**src/rtl/sd_card_data_responder.sv**
```systemverilog
// sd_card_data_responder
//   Card side of the SD DAT0 data line. A host write is received as a framed
//   block: start bit, data MSB first, CRC16, end bit. The card then answers
//   with the CRC status token and holds busy. A host read sends one framed
//   block built from words fetched out of a card-side buffer.
//
//   Optional feature macro: SD_CARD_CRC_EN
//     defined   - CRC16 (x^16+x^12+x^5+1, init 0) is computed on the data bits
//                 of both received and transmitted blocks.
//     undefined - the received CRC field is consumed but ignored, and the
//                 transmitted CRC field is sent as 16'h0000.
//
// Ports
//   iClock             SD clock; every register updates on the rising edge
//   iReset             asynchronous reset, active low
//   iData_pin          DAT0 as driven by the host
//   oData_pin          DAT0 value driven by the card
//   oData_oe           card drives DAT0 while 1
//   iWrite_start       pulse: arm reception of one block
//   iRead_start        pulse: transmit one block
//   iAbort             synchronous return to IDLE; releases DAT0
//   iData_from_buffer  next word to send, valid one cycle after oRead_enable
//   oRead_enable       one-cycle request for the next word
//   oData_to_buffer    received word
//   oWrite_enable      one-cycle strobe; oData_to_buffer is valid
//   oBlock_done        one-cycle pulse at the end of write busy or after the read end bit
//   oCrc_error         sticky error flag for the last received block
module sd_card_data_responder #(
   parameter int WORD_SIZE       = 32,
   parameter int WORDS_PER_BLOCK = 16,
   parameter int NAC             = 2,
   parameter int BUSY_CYCLES     = 8
) (
   input  logic                 iClock,
   input  logic                 iReset,
   input  logic                 iData_pin,
   output logic                 oData_pin,
   output logic                 oData_oe,
   input  logic                 iWrite_start,
   input  logic                 iRead_start,
   input  logic                 iAbort,
   input  logic [WORD_SIZE-1:0] iData_from_buffer,
   output logic                 oRead_enable,
   output logic [WORD_SIZE-1:0] oData_to_buffer,
   output logic                 oWrite_enable,
   output logic                 oBlock_done,
   output logic                 oCrc_error
);

   localparam int BLOCK_BITS = WORD_SIZE * WORDS_PER_BLOCK;
   localparam int BIT_W      = $clog2(BLOCK_BITS + 1);
   localparam int WBIT_W     = $clog2(WORD_SIZE);
   localparam int WORD_W     = $clog2(WORDS_PER_BLOCK + 1);
   localparam int PH_MAX_A   = (NAC > 16) ? NAC : 16;
   localparam int PH_MAX     = (BUSY_CYCLES + 1 > PH_MAX_A) ? BUSY_CYCLES + 1 : PH_MAX_A;
   localparam int PH_W       = $clog2(PH_MAX + 1);

   typedef enum logic [3:0] {
      IDLE, RX_WAIT, RX_DATA, RX_CRC, RX_END, TOK_GAP, TOK, BUSY,
      TX_WAIT, TX_DATA, TX_CRC, TX_END
   } state_t;

   state_t               state_q, state_d;
   logic [BIT_W-1:0]     bit_cnt_q, bit_cnt_d;   // data bits of the block so far
   logic [WBIT_W-1:0]    wbit_q, wbit_d;         // bit position inside current word
   logic [WORD_W-1:0]    word_q, word_d;         // word index inside block
   logic [PH_W-1:0]      ph_q, ph_d;             // cycle counter for wait/CRC/token/busy
   logic [WORD_SIZE-1:0] sr_q, sr_d;             // RX/TX shift register
   logic                 ld_q, ld_d;             // buffer word arrives this cycle
   logic                 we_q, we_d;
   logic [WORD_SIZE-1:0] wdata_q, wdata_d;
   logic                 done_q, done_d;
   logic                 crc_err_q, crc_err_d;

   logic        pin_c, oe_c, rd_en_c;
   logic        crc_clr, crc_in_valid, crc_in_bit, crc_tx_shift, rx_crc_shift;
   logic [15:0] crc_val;
   logic        crc_match;

`ifdef SD_CARD_CRC_EN
   logic [15:0] crc_q, rx_crc_q;

   always_ff @(posedge iClock or negedge iReset) begin
      if (!iReset) begin
         crc_q    <= 16'h0000;
         rx_crc_q <= 16'h0000;
      end else begin
         if (crc_clr)
            crc_q <= 16'h0000;
         else if (crc_in_valid)
            crc_q <= {crc_q[14:0], 1'b0} ^ ((crc_q[15] ^ crc_in_bit) ? 16'h1021 : 16'h0000);
         else if (crc_tx_shift)
            crc_q <= {crc_q[14:0], 1'b0};   // CRC field goes out MSB first
         if (crc_clr)
            rx_crc_q <= 16'h0000;
         else if (rx_crc_shift)
            rx_crc_q <= {rx_crc_q[14:0], iData_pin};
      end
   end

   assign crc_val   = crc_q;
   assign crc_match = (rx_crc_q == crc_q);
`else
   logic crc_unused;
   assign crc_unused = ^{crc_clr, crc_in_valid, crc_in_bit, crc_tx_shift, rx_crc_shift};
   assign crc_val    = 16'h0000;
   assign crc_match  = 1'b1;
`endif

   always_comb begin
      state_d      = state_q;
      bit_cnt_d    = bit_cnt_q;
      wbit_d       = wbit_q;
      word_d       = word_q;
      ph_d         = ph_q;
      sr_d         = sr_q;
      we_d         = 1'b0;
      wdata_d      = wdata_q;
      done_d       = 1'b0;
      crc_err_d    = crc_err_q;
      pin_c        = 1'b1;
      oe_c         = 1'b0;
      rd_en_c      = 1'b0;
      crc_clr      = 1'b0;
      crc_in_valid = 1'b0;
      crc_in_bit   = 1'b0;
      crc_tx_shift = 1'b0;
      rx_crc_shift = 1'b0;

      case (state_q)
         IDLE: begin
            bit_cnt_d = '0;
            wbit_d    = '0;
            word_d    = '0;
            ph_d      = '0;
            crc_clr   = 1'b1;
            if (iWrite_start) begin
               state_d   = RX_WAIT;
               crc_err_d = 1'b0;
            end else if (iRead_start) begin
               state_d = TX_WAIT;
            end
         end
         RX_WAIT: begin
            if (!iData_pin)
               state_d = RX_DATA;
         end
         RX_DATA: begin
            sr_d         = {sr_q[WORD_SIZE-2:0], iData_pin};
            crc_in_valid = 1'b1;
            crc_in_bit   = iData_pin;
            bit_cnt_d    = bit_cnt_q + BIT_W'(1);
            if (wbit_q == WBIT_W'(WORD_SIZE - 1)) begin
               we_d    = 1'b1;
               wdata_d = {sr_q[WORD_SIZE-2:0], iData_pin};
               wbit_d  = '0;
               word_d  = word_q + WORD_W'(1);
            end else begin
               wbit_d = wbit_q + WBIT_W'(1);
            end
            if (bit_cnt_q == BIT_W'(BLOCK_BITS - 1)) begin
               state_d = RX_CRC;
               ph_d    = '0;
            end
         end
         RX_CRC: begin
            rx_crc_shift = 1'b1;
            ph_d         = ph_q + PH_W'(1);
            if (ph_q == PH_W'(15)) begin
               state_d = RX_END;
               ph_d    = '0;
            end
         end
         RX_END: begin
            crc_err_d = !iData_pin || !crc_match;
            state_d   = TOK_GAP;
            ph_d      = '0;
         end
         TOK_GAP: begin
            oe_c = 1'b1;
            ph_d = ph_q + PH_W'(1);
            if (ph_q == PH_W'(1)) begin
               state_d = TOK;
               ph_d    = '0;
            end
         end
         TOK: begin
            // token: start 0, status 010 (ok) / 101 (error), end 1
            oe_c = 1'b1;
            case (ph_q)
               PH_W'(0): pin_c = 1'b0;
               PH_W'(1): pin_c = crc_err_q;
               PH_W'(2): pin_c = !crc_err_q;
               PH_W'(3): pin_c = crc_err_q;
               default:  pin_c = 1'b1;
            endcase
            ph_d = ph_q + PH_W'(1);
            if (ph_q == PH_W'(4)) begin
               state_d = BUSY;
               ph_d    = '0;
            end
         end
         BUSY: begin
            // BUSY_CYCLES low cycles, then one release cycle high with oBlock_done
            oe_c  = 1'b1;
            pin_c = (ph_q == PH_W'(BUSY_CYCLES));
            if (ph_q == PH_W'(BUSY_CYCLES - 1))
               done_d = 1'b1;
            if (ph_q == PH_W'(BUSY_CYCLES)) begin
               state_d = IDLE;
               ph_d    = '0;
            end else begin
               ph_d = ph_q + PH_W'(1);
            end
         end
         TX_WAIT: begin
            rd_en_c = (ph_q == '0);
            if (ph_q == PH_W'(NAC - 1)) begin
               oe_c    = 1'b1;
               pin_c   = 1'b0;
               state_d = TX_DATA;
               ph_d    = '0;
            end else begin
               ph_d = ph_q + PH_W'(1);
            end
         end
         TX_DATA: begin
            oe_c         = 1'b1;
            pin_c        = sr_q[WORD_SIZE-1];
            sr_d         = {sr_q[WORD_SIZE-2:0], 1'b0};
            crc_in_valid = 1'b1;
            crc_in_bit   = sr_q[WORD_SIZE-1];
            bit_cnt_d    = bit_cnt_q + BIT_W'(1);
            // Next word is requested while bit 1 is on the pin so it lands
            // on the edge that ends bit 0.
            rd_en_c = (wbit_q == WBIT_W'(WORD_SIZE - 2)) &&
                      (word_q != WORD_W'(WORDS_PER_BLOCK - 1));
            if (wbit_q == WBIT_W'(WORD_SIZE - 1)) begin
               wbit_d = '0;
               word_d = word_q + WORD_W'(1);
            end else begin
               wbit_d = wbit_q + WBIT_W'(1);
            end
            if (bit_cnt_q == BIT_W'(BLOCK_BITS - 1)) begin
               state_d = TX_CRC;
               ph_d    = '0;
            end
         end
         TX_CRC: begin
            oe_c         = 1'b1;
            pin_c        = crc_val[15];
            crc_tx_shift = 1'b1;
            ph_d         = ph_q + PH_W'(1);
            if (ph_q == PH_W'(15)) begin
               state_d = TX_END;
               ph_d    = '0;
            end
         end
         TX_END: begin
            oe_c    = 1'b1;
            done_d  = 1'b1;
            state_d = IDLE;
         end
         default: state_d = IDLE;
      endcase

      // The fetched word replaces the shifted value on the edge it arrives.
      if (ld_q)
         sr_d = iData_from_buffer;
      ld_d = rd_en_c;

      if (iAbort) begin
         state_d   = IDLE;
         bit_cnt_d = '0;
         wbit_d    = '0;
         word_d    = '0;
         ph_d      = '0;
         ld_d      = 1'b0;
         we_d      = 1'b0;
         done_d    = 1'b0;
         crc_err_d = crc_err_q;
         crc_clr   = 1'b1;
      end
   end

   always_ff @(posedge iClock or negedge iReset) begin
      if (!iReset) begin
         state_q   <= IDLE;
         bit_cnt_q <= '0;
         wbit_q    <= '0;
         word_q    <= '0;
         ph_q      <= '0;
         sr_q      <= '0;
         ld_q      <= 1'b0;
         we_q      <= 1'b0;
         wdata_q   <= '0;
         done_q    <= 1'b0;
         crc_err_q <= 1'b0;
      end else begin
         state_q   <= state_d;
         bit_cnt_q <= bit_cnt_d;
         wbit_q    <= wbit_d;
         word_q    <= word_d;
         ph_q      <= ph_d;
         sr_q      <= sr_d;
         ld_q      <= ld_d;
         we_q      <= we_d;
         wdata_q   <= wdata_d;
         done_q    <= done_d;
         crc_err_q <= crc_err_d;
      end
   end

   assign oData_pin       = pin_c;
   assign oData_oe        = oe_c;
   assign oRead_enable    = rd_en_c;
   assign oData_to_buffer = wdata_q;
   assign oWrite_enable   = we_q;
   assign oBlock_done     = done_q;
   assign oCrc_error      = crc_err_q;

endmodule

```
**config.mk**
```make
export PLATFORM = sky130hd
export DESIGN_NAME = sd_card_data_responder
export DESIGN_NICKNAME = d
export VERILOG_FILES = /design/src/rtl/sd_card_data_responder.sv
export SDC_FILE = /design/constraint.sdc
export NUM_CORES = 1
export LEC_CHECK = 0
export CAP_MARGIN = 25
export CORE_ASPECT_RATIO = 0.5
export CORE_UTILIZATION = 58
export DETAILED_ROUTE_END_ITERATION = 6
export GPL_ROUTABILITY_DRIVEN = 0
export PLACE_DENSITY_LB_ADDON = 0.1
export SLEW_MARGIN = 20
export SYNTH_ARGS = -nofsm -noshare
export SYNTH_HDL_FRONTEND = slang
export SYNTH_SLANG_ARGS = --single-unit
```
**constraint.sdc**
```tcl
create_clock -name iClock -period 4.2 [get_ports iClock]
set_clock_uncertainty 0.1 [all_clocks]
set_input_delay 0.42 -clock iClock [delete_from_list [all_inputs] [get_ports iClock]]
set_output_delay 0.42 -clock iClock [all_outputs]
set_load 0.05 [all_outputs]
```
## Word-level counts from Yosys, hierarchy flattened

Cells that the tools add are included.
Widths: inputs -> output; s select.

- Muxes and demuxes: 45
- Reductions and logical operators: 20
- Add/sub/neg operators: 4
- Eq/ne operators: 35
- Bitwise operators: 1

Operator list:

| cell | number |
|---|---|
| $pmux 32 s2 | 1 |
| $mux 5 | 10 |
| $mux 4 | 12 |
| $pmux 4 s11 | 1 |
| $mux 32 | 1 |
| $pmux 5 s6 | 1 |
| $ne 3x3->1 const B | 9 |
| $pmux 10 s2 | 1 |
| $pmux 5 s2 | 2 |
| $eq 4x3->1 const B | 4 |
| $eq 4x4->1 const B | 4 |
| $add 5x1->5 const B | 3 |
| $add 10x1->10 const B | 1 |
| $eq 10x9->1 const B | 1 |
| $eq 5x2->1 const B | 2 |
| $eq 5x3->1 const B | 2 |
| $eq 5x4->1 const B | 2 |
| $eq 5x5->1 const B | 2 |
| $mux 10 | 1 |
| $reduce_and 10->1 | 1 |
| $reduce_or 2->1 | 5 |
| $mux 1 | 9 |
| $eq 4x2->1 const B | 2 |
| $pmux 1 s2 | 4 |
| 19 further kinds | 24 |

- Output and inout bits: 38
- Word-level logic and storage cells: 116
- Register bits after elaboration: 97
- Input port bits: 38

## Depth between registers and ports, before layout

- Depth in word-level cells: 4
- Gate-level depth with buffers: 8
- Gate-level depth less buffers: 8

## Worst setup path before layout

Ideal clock, no wire load.

- Path type: flip-flop to output port
- Start: register ph_q[1]
- End: output oData_oe
- Stages on the path, launching flop included: 5
- Data arrival time: 2,325 ps
- Buffers on the path: 0
- Path slack: 1,355 ps
- Data required time: 3,680 ps
- Cells stage by stage: dfrtp_1 -> inv_1 -> ha_1 -> or4b_4 -> o31ai_1

- Cells in the longest elaborated chain, start to end: 3

Ends and longest elaborated chain:

| item | line | text |
|---|---|---|
| from (decl) | 67 | `logic [PH_W-1:0] ph_q, ph_d;` |
| from (signal assigned) | 304 | `ph_q <= ph_d;` |
| $eq 5x1->1 | 218 | `if (ph_q == PH_W'(NAC - 1)) begin` |
| $mux 1 | 218 |  |
| $pmux 1 s2 | 130 | `case (state_q)` |
| to (decl) | 38 | `output logic oData_oe,` |

No other way between the ends.

## Worst setup path in the final report

- Start: register state_q[2]
- End: output oData_pin

- Cells in the longest elaborated chain, start to end: 2
- Elaborated cells on any way between the ends: 6
- Those cells by class: eq/ne: 5; mux: 1

Ends and longest elaborated chain:

| item | line | text |
|---|---|---|
| from (decl) | 63 | `state_t state_q, state_d;` |
| from (signal assigned) | 300 | `state_q <= state_d;` |
| $eq 4x4->1 or $eq 4x3->1 (tied branches) | 130 |  |
| $pmux 1 s5 * | 130 |  |
| to (decl) | 37 | `output logic oData_pin,` |

Mark *: on every way between the ends. The rest lies on a longest branch, timed or not.

==> results list <==
* Unrepaired setup endpoints after global routing: no
- The library cell used most frequently in the layout, excluding fill and tap cells, is sky130_fd_sc_hd__dfrtp_1.
* Final number of max-transition violations: 0
- Period Utilization, post-route: 0.769
- Worst slew pin tran: 0.961 ns
- After clock tree synthesis, the clock-pin slew on the worst setup and hold paths is 0.06 ns.
* Tightest slew margin relative to the limit: 0.359
- Element type at the critical path start: flip-flop
- The share of synthesized area in the top cell type comes to 0.507.
- The flow ran to the end, and the final reports show no timing, DRC or antenna violations.
* Count of endpoints failing hold in the final timing report: 0
* Antenna-violating nets left: 0
* Post-CTS setup buffer count: 0
- Nets@finish: 571
- Along the worst path, the maximum fanout reaches 20.
- For this block, the routed nets add up to 10.2 mm of wire.
- Number of synthesized register bits: 97
- Sequential element share of the synthesized area: 0.507
- Counting the fill cells in the layout gives 535.
- Global route total overflow: 0
- Drt first-iter violations: 237
- Yosys mapped the design onto 51 distinct sky130hd cell types.
- In this run, CTS created clock tree buffers numbering 9.
- The largest total area in the synthesized netlist belongs to sky130_fd_sc_hd__dfrtp_1.
- TritonCTS built the clock tree.
* Number of cell instances on the worst register-to-register path: 5
* Final Cell Area: 0.00590 mm^2
- End-of-flow core utilization: 0.770
- Horizontal extent of the die: 131 um
- Placement row count: 22
* Starting density of the core: 0.626
* H-tree depth reported by CTS: 3
- In this run the vertical extent of the chip is 66.3 um.
* Port buffer count: 75
- Count of mapped cells out of synthesis: 457
* Crit Reg-Reg Startpoint: state_q[0]
- For this run, the leading register cell type out of synthesis is sky130_fd_sc_hd__dfrtp_1.
* Crit path kind: flip-flop to output port
* CP Data Required Time: 3.68 ns
- Using the TritonRoute via totals, the vias-per-cell ratio works out to 5.81.
- The worst path in the final design needs a cycle of 3.23 ns, including I/O delays and setup.
- Number of buffers on the longest clock path: 2
- Area Overhead vs Synth: 23.1%
- Final hold analysis gives a worst-case slack of 0.101 ns.
* Largest net degree at the start of global routing: 73
- Number of max-capacitance violations reported: 0
- Cell area power density: 507 mW/mm^2
- Resized Gates After CTS: 0
- CTS sink count: 97
- The die covers 0.00865 mm^2.
- For this design, the CTS-stage hold fixing added 0 buffers.
- Most frequent cells in the layout: 96 x sky130_fd_sc_hd__dfrtp_1, 74 x sky130_fd_sc_hd__clkdlybuf4s50_1, 63 x sky130_fd_sc_hd__o21ai_0
* Syn_nets: 507
- EDFF count, synth: 0
* Fraction of synthesis flops using an asynchronous set or reset pin: 1.00
* Via Count: 3684
- Setup crit end kind: output port
- Derived from the worst setup path, the maximum achievable clock frequency is 0.309 GHz.
* Final setup viols: 0
* Number of detailed-route iterations in the first pass: 4
* Setup total negative slack: 0 ns
* Dominant cells by area after synthesis: sky130_fd_sc_hd__dfrtp_1 51%, sky130_fd_sc_hd__mux2_2 8.0%, sky130_fd_sc_hd__o21ai_0 6.7%
- Clock latency at the later pin of the worst-skew pair: 0.33 ns
* Static power due to leakage: 2.54 nW
- Worst endpoint data arrival time: 2.71 ns
* Worst min-delay path category: input port to async pin
- The first global-routing pass estimated 17.0 mm of wire.
* Maximum ir drop on the vdd rail: 0.000290 V
* Total global routing track utilization: 0.258
- CTS placed an instance of sky130_fd_sc_hd__clkbuf_16 at the clock tree root.
- 76 I/O pins were placed.
* Ratio of cells with drive above 1 in the final layout: 0.122
- In this run the standard cell core region covers 0.00765 mm^2.
- Source of the critical timing path: state_q[2]
- Summing every instance area after synthesis gives 0.00479 mm^2.
* Synth warnings: 0
* Average detailed-routed wire length per instance: 16.0 um
- Antenna violations before repair: 0
* Via count of the first global-routing pass: 3558
- After legalization and detailed placement, the total HPWL measured 6.61 mm.
* N_diodes: 0
- Area after DPL: 0.00560 mm^2
* Synth Area per Inst: 10.5 um^2
- DRC violations left: 0
[stage by stage]
stage	setup WS, ns	power [mW]	cells
final	0.968	2.99	634
after global routing	0.838	3.17	634
after CTS	0.984	3.01	634
after detailed placement	1.36	2.18	618
after global placement	1.36	2.14	617
after floorplan	1.35	1.92	457
[layout make-up]
cell class	count	area [um^2]	area share
flip-flops and latches	97	2430	0.412
multi-input cells	322	2210	0.375
repair buffers	81	791	0.134
clock buffers	11	233	0.0395
well taps	108	135	0.0229
clock inverters	5	61.3	0.0104
inverters	10	37.5	0.00637
[final timing paths]
kind,slack [ns],end
hold reg to reg,0.39,word_q[3]
setup / recovery,0.97,oData_pin
setup reg to reg,1.43,state_q[0]
hold / removal,0.10,ph_q[2]
min in group iClock,0.39,word_q[3]
max in group asynchronous,3.00,ld_q
[power by group]
part / switching (mW) / total (mW) / leakage (nW) / internal (mW)
Clock: 0.348 / 0.815 / 0.145 / 0.468
Sequential: 0.232 / 1.35 / 1.30 / 1.11
Combinational: 0.457 / 0.831 / 1.10 / 0.374
Total: 1.04 / 2.99 / 2.54 / 1.96
[critical path: stages, from the launching register on]
cell,delay (ns)
sky130_fd_sc_hd__dfrtp_1,0.77
sky130_fd_sc_hd__or4bb_1,0.57
sky130_fd_sc_hd__o21ai_0,0.20
sky130_fd_sc_hd__clkdlybuf4s50_1,0.84
[metal layers]
metal	wire, um	part of all wire	track usage	vias up
li1	-	-	-	1774
met1	4710	0.46	0.339	1805
met2	4770	0.47	0.421	93
met3	554	0.055	0.0728	12
met4	121	0.012	0.0718	0
met5	0	0	0	-
[registers in the layout, indices dropped and copies added, names as in the netlist]
| register | count |
|---|---|
| ph_q | 5 |
| word_q | 5 |
| sr_q | 32 |
| ld_q | 1 |
| oWrite_enable | 1 |
| oBlock_done | 1 |
| oCrc_error | 1 |
| oData_to_buffer | 32 |
| bit_cnt_q | 10 |
| state_q | 4 |
| wbit_q | 5 |
[kinds of logic (layout without fill, tap and decap cells)]
kind of cell / Yosys count / after routing / synth area share
AO/OA/AOI/OAI: 105 / 105 / 0.134
XOR/XNOR: 1 / 1 / 0.00183
adder cells (fa/ha/maj): 13 / 13 / 0.0334
buffers and inverters: 38 / 107 / 0.0337
flip-flops: 97 / 97 / 0.507
multiplexers: 65 / 65 / 0.145
AND/OR/NAND/NOR: 138 / 138 / 0.146
[Yosys cell counts, types with 6 or more instances]
| cell type | number |
|---|---|
| sky130_fd_sc_hd__dfrtp_1 | 97 |
| sky130_fd_sc_hd__clkbuf_1 | 14 |
| sky130_fd_sc_hd__nand3_1 | 12 |
| sky130_fd_sc_hd__o31ai_1 | 8 |
| sky130_fd_sc_hd__nand2_1 | 55 |
| sky130_fd_sc_hd__mux2i_1 | 31 |
| sky130_fd_sc_hd__nor2b_1 | 7 |
| sky130_fd_sc_hd__buf_2 | 9 |
| sky130_fd_sc_hd__o21ai_0 | 64 |
| sky130_fd_sc_hd__inv_1 | 10 |
| sky130_fd_sc_hd__ha_1 | 12 |
| sky130_fd_sc_hd__a21oi_1 | 6 |
| sky130_fd_sc_hd__nor3_1 | 10 |
| sky130_fd_sc_hd__mux2_2 | 34 |
| sky130_fd_sc_hd__nor2_1 | 25 |
No activity file was read; power rests on OpenSTA's default activity.
